### src/rtl/flow_ctrl.sv
// flow_ctrl: PC sequencer resolving jumps, branches, call/return, halt and stalls via a jump LUT and return stack
module flow_ctrl #(
  parameter int D  = 9,
  parameter int SD = 4
) (
  input  logic                      clk,
  input  logic                      reset,
  input  logic [D:0]                pc,
  input  logic                      start,
  input  logic                      stall_req,
  input  logic                      op_jmp,
  input  logic                      op_br,
  input  logic                      op_call,
  input  logic                      op_ret,
  input  logic                      op_halt,
  input  logic [3:0]                lut_idx,
  input  logic                      cond_flag,
  input  logic                      lut_wr_en,
  input  logic [3:0]                lut_wr_addr,
  input  logic [D:0]                lut_wr_data,
  output logic                      absjump_en,
  output logic [D:0]                target,
  output logic                      halted,
  output logic                      stack_err,
  output logic [$clog2(SD+1)-1:0]   sp
);
  localparam int SW = $clog2(SD + 1);
  localparam int AW = SD > 1 ? $clog2(SD) : 1;
  typedef enum logic [1:0] {IDLE, RUN, HALT} state_t;
  state_t state, nxt;
  logic [D:0] lut [16];
  logic [D:0] stk [SD];
  logic [D:0] lut_q, tos;
  logic push, pop, err, clr;
  assign lut_q = lut[lut_idx];
  assign tos   = stk[AW'(sp - 1'b1)];
  always_comb begin
    absjump_en = 1'b1;
    target     = pc;
    nxt        = state;
    push       = 1'b0;
    pop        = 1'b0;
    err        = 1'b0;
    clr        = 1'b0;
    if (!reset) begin
      if (state == IDLE) begin
        if (start) nxt = RUN;
      end else if (state == HALT) begin
        if (start) begin
          target = '0;
          clr    = 1'b1;
          nxt    = RUN;
        end
      end else if (!stall_req) begin
        if (op_halt) nxt = HALT;
        else if (op_ret) begin
          if (sp == '0) begin
            err = 1'b1;
            nxt = HALT;
          end else begin
            target = tos;
            pop    = 1'b1;
          end
        end else if (op_call) begin
          if (sp == SW'(SD)) begin
            err = 1'b1;
            nxt = HALT;
          end else begin
            target = lut_q;
            push   = 1'b1;
          end
        end else if (op_jmp || (op_br && cond_flag)) target = lut_q;
        else begin
          absjump_en = 1'b0;
          target     = '0;
        end
      end
    end
  end
  always_ff @(posedge clk) begin
    if (reset) begin
      state     <= IDLE;
      sp        <= '0;
      stack_err <= 1'b0;
      halted    <= 1'b0;
    end else begin
      state  <= nxt;
      halted <= nxt == HALT;
      if (clr) begin
        sp        <= '0;
        stack_err <= 1'b0;
      end else begin
        sp        <= sp + SW'(push) - SW'(pop);
        stack_err <= stack_err | err;
      end
    end
  end
  always_ff @(posedge clk) begin
    if (reset) for (int i = 0; i < 16; i++) lut[i] <= '0;
    else if (lut_wr_en) lut[lut_wr_addr] <= lut_wr_data;
  end
  // stack contents survive reset; only sp is cleared
  always_ff @(posedge clk) begin
    if (push) stk[AW'(sp)] <= pc + 1'b1;
  end
endmodule

### config.mk
export PLATFORM = sky130hd
export DESIGN_NAME = flow_ctrl
export DESIGN_NICKNAME = d
export VERILOG_FILES = /design/src/rtl/flow_ctrl.sv
export SDC_FILE = /design/constraint.sdc
export NUM_CORES = 1
export LEC_CHECK = 0
export BUFFER_PORTS_ARGS = -buffer_cell sky130_fd_sc_hd__buf_2
export CAP_MARGIN = 5
export CORE_MARGIN = 2
export CORE_UTILIZATION = 45
export CTS_CLUSTER_DIAMETER = 80
export DETAILED_ROUTE_END_ITERATION = 8
export PLACE_DENSITY_LB_ADDON = 0.2
export SLEW_MARGIN = 30
export SYNTH_ARGS = -nofsm -noshare
export SYNTH_HDL_FRONTEND = slang
export SYNTH_SLANG_ARGS = --single-unit
### constraint.sdc
create_clock -name clk -period 3.85 [get_ports clk]
set_clock_uncertainty 0.1 [all_clocks]
set_input_delay 0.77 -clock clk [delete_from_list [all_inputs] [get_ports clk]]
set_output_delay 0.77 -clock clk [all_outputs]
set_load 0.1 [all_outputs]
Word level (Yosys, flattened, before mapping)
Memories as Yosys holds them, arrays and structs flattened. Index checks and enable logic that the tools add are counted.

$add $sub $neg: 4. Reductions and logical operators: 6. Equal/unequal tests: 3. Multiplexer cells: 67. Bitwise operators: 1.

Operator list (count): $mux 10 (12); $mux 1 (44); $mux 2 (10); $add 10x1->10 const B (1); $reduce_or 10->1 (1); $eq 2x2->1 const B (2); $mux 4 (1); $add 3x1->3 (1); $eq 3x3->1 const B (1); $logic_not 3->1 (1); $sub 3x1->3 (1); $logic_not 2->1 (1); $reduce_or 2->1 (1); $sub 2x1->2 const B (1); $logic_and 1x1->1 (1); $logic_or 1x1->1 (1); $or 1x1->1 (1).

Memory bits (writable): 200. Output and inout port bits: 16. Memories kept: 2. Flip-flop bits (word level): 7.

Memories: lut (depth 16, bits a word 10, read ports 1, clocked after Yosys merged registers in 0, wr ports 16, RTL line 31) `logic [D:0] lut [16];`; stk (depth 4, bits a word 10, read ports 1, clocked after Yosys merged registers in 0, wr ports 1, RTL line 32) `logic [D:0] stk [SD];`.

Longest topological paths before layout
Word-level depth: 11. Gate-level depth with buffers: 14. Gate-level depth less buffers: 13.

Least setup slack after synthesis
Ideal clock, no wire load.

Kind: reg2out. From: register sp[0]. To: output target[8]. Data required time: 2980 ps. Data arrival time: 3233 ps. Cell stages (with the launch flop): 8. Setup slack: -253 ps. Path buffers: 2. Path through: dfxtp_1 -> buf_2 -> inv_1 -> ha_1 -> clkbuf_1 -> mux4_2 -> nor2b_1 -> a211o_1.

Longest elaborated chain between the ends: 9. Elaborated cells on any way between the ends: 13. Classes of those cells: add/sub: 1; eq/ne: 1; mux: 9; reduce/logical: 1; memory: 1.

RTL lines: start, declared (RTL line 25) `output logic [$clog2(SD+1)-1:0] sp`; start signal, assigned (RTL line 93) `sp <= sp + SW'(push) - SW'(pop);`; $sub 2x1->2 / $eq 3x3->1 (equally long branches) (RTL line 36, 65); $mem_v2 4x10 / $mux 10 (equally long branches); $mux 10 (on tied branches) (RTL line 57, 64); $mux 10 (*) (RTL line 56) `else if (op_ret) begin`; $mux 10 (*) (RTL line 55) `if (op_halt) nxt = HALT;`; $mux 10 (*) (RTL line 54) `end else if (!stall_req) begin`; $mux 10 (*) (RTL line 48) `end else if (state == HALT) begin`; $mux 10 (*) (RTL line 46) `if (state == IDLE) begin`; $mux 10 (*) (RTL line 45) `if (!reset) begin`; end, declared (RTL line 22) `output logic [D:0] target,`.

Every way passes the cells marked *; elsewhere a longest branch is shown, timed or not.

Worst setup path after layout
From: register sp[1]. To: output target[0].

The elaborated chain is that of the path after synthesis.

==> flow_summary_export.csv <==
group,metric,value,unit
worst_setup_path,timing.critical_path.required,2.98,ns
finish,num_antenna_cells,0,
sta,layout_min_cycle_time,3.67,ns
power,clock_power_share,42.2,%
power,p_sw_share,21.9,%
grt,grt_pass1_wl,33.6,mm
floorplan,die_w,150,um
drt,totalWireLength,21.8,mm
finish,share_of_final_layout_standard_cells_stronger_than_drive_strength_1,23.7,%
placement,dp_hpwl,14.8,mm
sta,timing.hold.ws,0.366,ns
logic_synthesis,netlist_instances,624,
worst_setup_path,startpoint_type,"flop",
worst_hold_path,worstHoldPathType,"reg2reg",
logic_synthesis,synth_enable_flop_cells,200,
power,power.total,5220,uW
worst_setup_path,reg_to_reg_startpoint,"sp[1]$_SDFF_PP0_",
worst_hold_path,timing.hold.worst.start,"stack_err$_SDFF_PP0_",
logic_synthesis,netlist.top_cell.by_area,"sky130_fd_sc_hd__edfxtp_1",
power,power_report.internal_total,4080,uW
grt,number_of_global_route_vias_before_repair,5681,
run,cap_viol_max_count,0,
sta,fmax,272,MHz
worst_hold_path,min_path_cells,2,
worst_setup_path,cp_data_arrival_time,2.80,ns
logic_synthesis,synth_fp_nets,671,
sta,timing.final.crit_share,95.4,%
worst_setup_path,timing.rr.end,"sp[2]$_SDFF_PP0_",
clock_tree,cts_hold_repair.buffers,0,
sta,slew_limit_fails,0,
finish,area_delta_synth_final,15.0,%
outcome,run_status,"finished clean",
floorplan,start_util,45.8,%
worst_setup_path,worst_setup_path_end_kind,"output pin",
floorplan,dieHeight,150,um
logic_synthesis,post_synth.cell_area_avg,15.4,um^2
clock_tree,h-tree-depth,1,
drt,drtAntennaViolNets,0,
clock_tree,tritoncts_num_sinks,207,
grt,antenna_violations_before_repair,0,
drt,drt_wl_cell,22.1,um
worst_setup_path,r2r.worst_path.cells,13,
clock_tree,master_cell_of_the_clock_root_buffer,"sky130_fd_sc_hd__clkbuf_16",
drt,remaining_drc_errors,0,
finish,nets,744,
logic_synthesis,synthDistinctLibCells,39,
logic_synthesis,synth_warnings,0,
placement,port_buffer_cells,54,
power,pwr-share-seq,49.8,%
clock_tree,cts.reportedPaths.clkPinSlew,0.06,ns
logic_synthesis,ys_async_sr_fraction,0,%
sta,measured_slew_at_the_worst_slew_check_pin,0.758,ns
drt,dr.pass1.iters,5,
worst_setup_path,kind_of_critical_path,"reg2out",
sta,max_slew_margin,49.3,%
drt,detailroute.via_count,5389,
clock_tree,cts_tree,"done",
sta,setup_viol,0,
grt,grt_remaining_overflow,0,
power,worst_ir_drop_vdd,239,uV
logic_synthesis,seq_area_frac_synth,64.0,%
worst_setup_path,crit_fanout,10,
logic_synthesis,yosys_register_bits,207,
power,pwr_density_cell,473,nW/um^2
power,combPwrFrac,8.0,%
grt,grt_usage,20.2,%
sta,report.final.hold_viol_count,0,
sta,fin_setup_tns,0,ns
floorplan,die_area,22500,um^2
logic_synthesis,synth.top_cell.area_share,62.5,%
floorplan,coreArea,21000,um^2
worst_hold_path,hold_end,"stack_err$_SDFF_PP0_",
power,switch_pwr,1140,uW
logic_synthesis,synthTopCellsByCount,"200 x sky130_fd_sc_hd__edfxtp_1, 166 x sky130_fd_sc_hd__and2_1, 50 x sky130_fd_sc_hd__mux4_2",
clock_tree,cts_buffers,22,
floorplan,io_pins,55,
grt,grt_max_degree,41,
drt,number_of_drc_violations_after_detailed_routing_iteration_0,398,
power,static-leakage-power,0.00401,uW
clock_tree,maximum_buffer_depth_of_the_clock_tree,3,
logic_synthesis,synth.top_cells.by_area,"sky130_fd_sc_hd__edfxtp_1 63%, sky130_fd_sc_hd__mux4_2 12%, sky130_fd_sc_hd__and2_1 11%",
logic_synthesis,mappedNetlistArea,9600,um^2
worst_setup_path,rrSetupSlack,0.84,ns
placement,routabilityCongestion,0.828,
drt,vias_per_cell,5.46,
clock_tree,insertion_delay,0.50,ns
clock_tree,post_cts_buffers,0,
sta,unrepaired_setup_endpoints_after_global_routing,"false",
floorplan,placement_rows,53,
logic_synthesis,synth_ff_type,"sky130_fd_sc_hd__edfxtp_1",
logic_synthesis,synthMostInstantiatedCell,"sky130_fd_sc_hd__edfxtp_1",
[layout make-up]
type / count / area (um^2)
Clock buffer: 27 / 591
Fill cell: 1758 / 9910
Sequential cell: 207 / 6150
Tap cell: 275 / 344
Multi-Input combinational cell: 366 / 3220
Inverter: 19 / 71.3
Clock inverter: 12 / 156
Timing Repair Buffer: 81 / 515
[cells in the final DEF, fill, tap and decap left out, drive strengths merged, types with 4 or more instances in the layout]
| cell type | instances |
|---|---|
| clkbuf | 29 |
| nor3 | 6 |
| buf | 79 |
| and3 | 4 |
| nand3 | 9 |
| and2 | 166 |
| nand4 | 4 |
| bufinv | 4 |
| xnor2 | 9 |
| mux2i | 20 |
| mux4 | 50 |
| or2 | 4 |
| edfxtp | 200 |
| o22ai | 10 |
| a211o | 11 |
| dfxtp | 7 |
| inv | 19 |
| nor2 | 25 |
| nand2 | 7 |
| nand2b | 4 |
| o21ai | 12 |
| ha | 7 |
| clkinv | 7 |
[worst max-delay path, cell delays in order (launching register included)]
cell and delay, ns:
sky130_fd_sc_hd__dfxtp_1 0.43, sky130_fd_sc_hd__inv_1 0.14, sky130_fd_sc_hd__ha_1 0.27, sky130_fd_sc_hd__nand3_1 0.16, sky130_fd_sc_hd__nand4_2 0.38, sky130_fd_sc_hd__nor2_1 0.34, sky130_fd_sc_hd__a211o_1 0.16, sky130_fd_sc_hd__buf_2 0.43
[timing repair]
item                                   in CTS  in global routing
endpoints found under the hold margin       0                  0
setup endpoints to repair                   0                  2
gates resized for setup                     0                  3
[routing by layer]
layer	wire length [um]	part of all wire, %	track usage (%)
met3	1400	6.4	3.30
met4	634	2.9	6.93
met1	9640	44	28.1
met5	0	0	0
met2	10100	46	32.4
[through the flow]
step	instances	setup WS (ns)	cell area (um^2)	util (%)
2_1_floorplan	624	0.0120	9610	-
3_3_place_gp	948	0.249	10300	49.1
3_5_place_dp	948	0.295	10300	49.1
4_1_cts	987	0.126	11000	52.7
5_1_grt	987	0.00947	11000	52.7
6_report	987	0.176	11000	52.7
[kinds of logic (layout without fill, tap and decap cells)]
family | Yosys count | in the layout | share of synthesized area, %
AND/OR/NAND/NOR | 240 | 240 | 15.0
flip-flops | 207 | 207 | 64.0
multiplexers | 70 | 70 | 13.8
buffers and inverters | 51 | 139 | 2.48
AO/OA/AOI/OAI | 38 | 38 | 2.67
XOR/XNOR | 10 | 10 | 0.912
adder cells (fa/ha/maj) | 8 | 8 | 1.12
[registers in the layout, indices dropped and copies added (netlist names)]
signal and flops:
halted 1, lut 160, stack_err 1, state 2, stk 40, sp 3
[how the worst max path moves through the flow]
stage,startpoint,to,slack (ns),cells past startpoint
after floorplan,sp[1]$_SDFF_PP0_,target[8],0.01,6
after global placement,op_halt,target[8],0.25,6
after detailed placement,op_halt,target[2],0.29,6
after CTS,sp[1]$_SDFF_PP0_,target[2],0.13,7
after global routing,sp[1]$_SDFF_PP0_,target[7],0.009,7
final,sp[1]$_SDFF_PP0_,target[0],0.18,7
[power by group through the flow]
stage | Combinational (uW) | Sequential, uW | Clock [uW]
final | 418 | 2600 | 2200
after detailed placement | 421 | 2650 | 0
after CTS | 422 | 2600 | 2240
after global routing | 447 | 2610 | 2320
after global placement | 415 | 2650 | 0
after floorplan | 268 | 2640 | 0
Note: power is estimated with default switching activity, not from simulation.
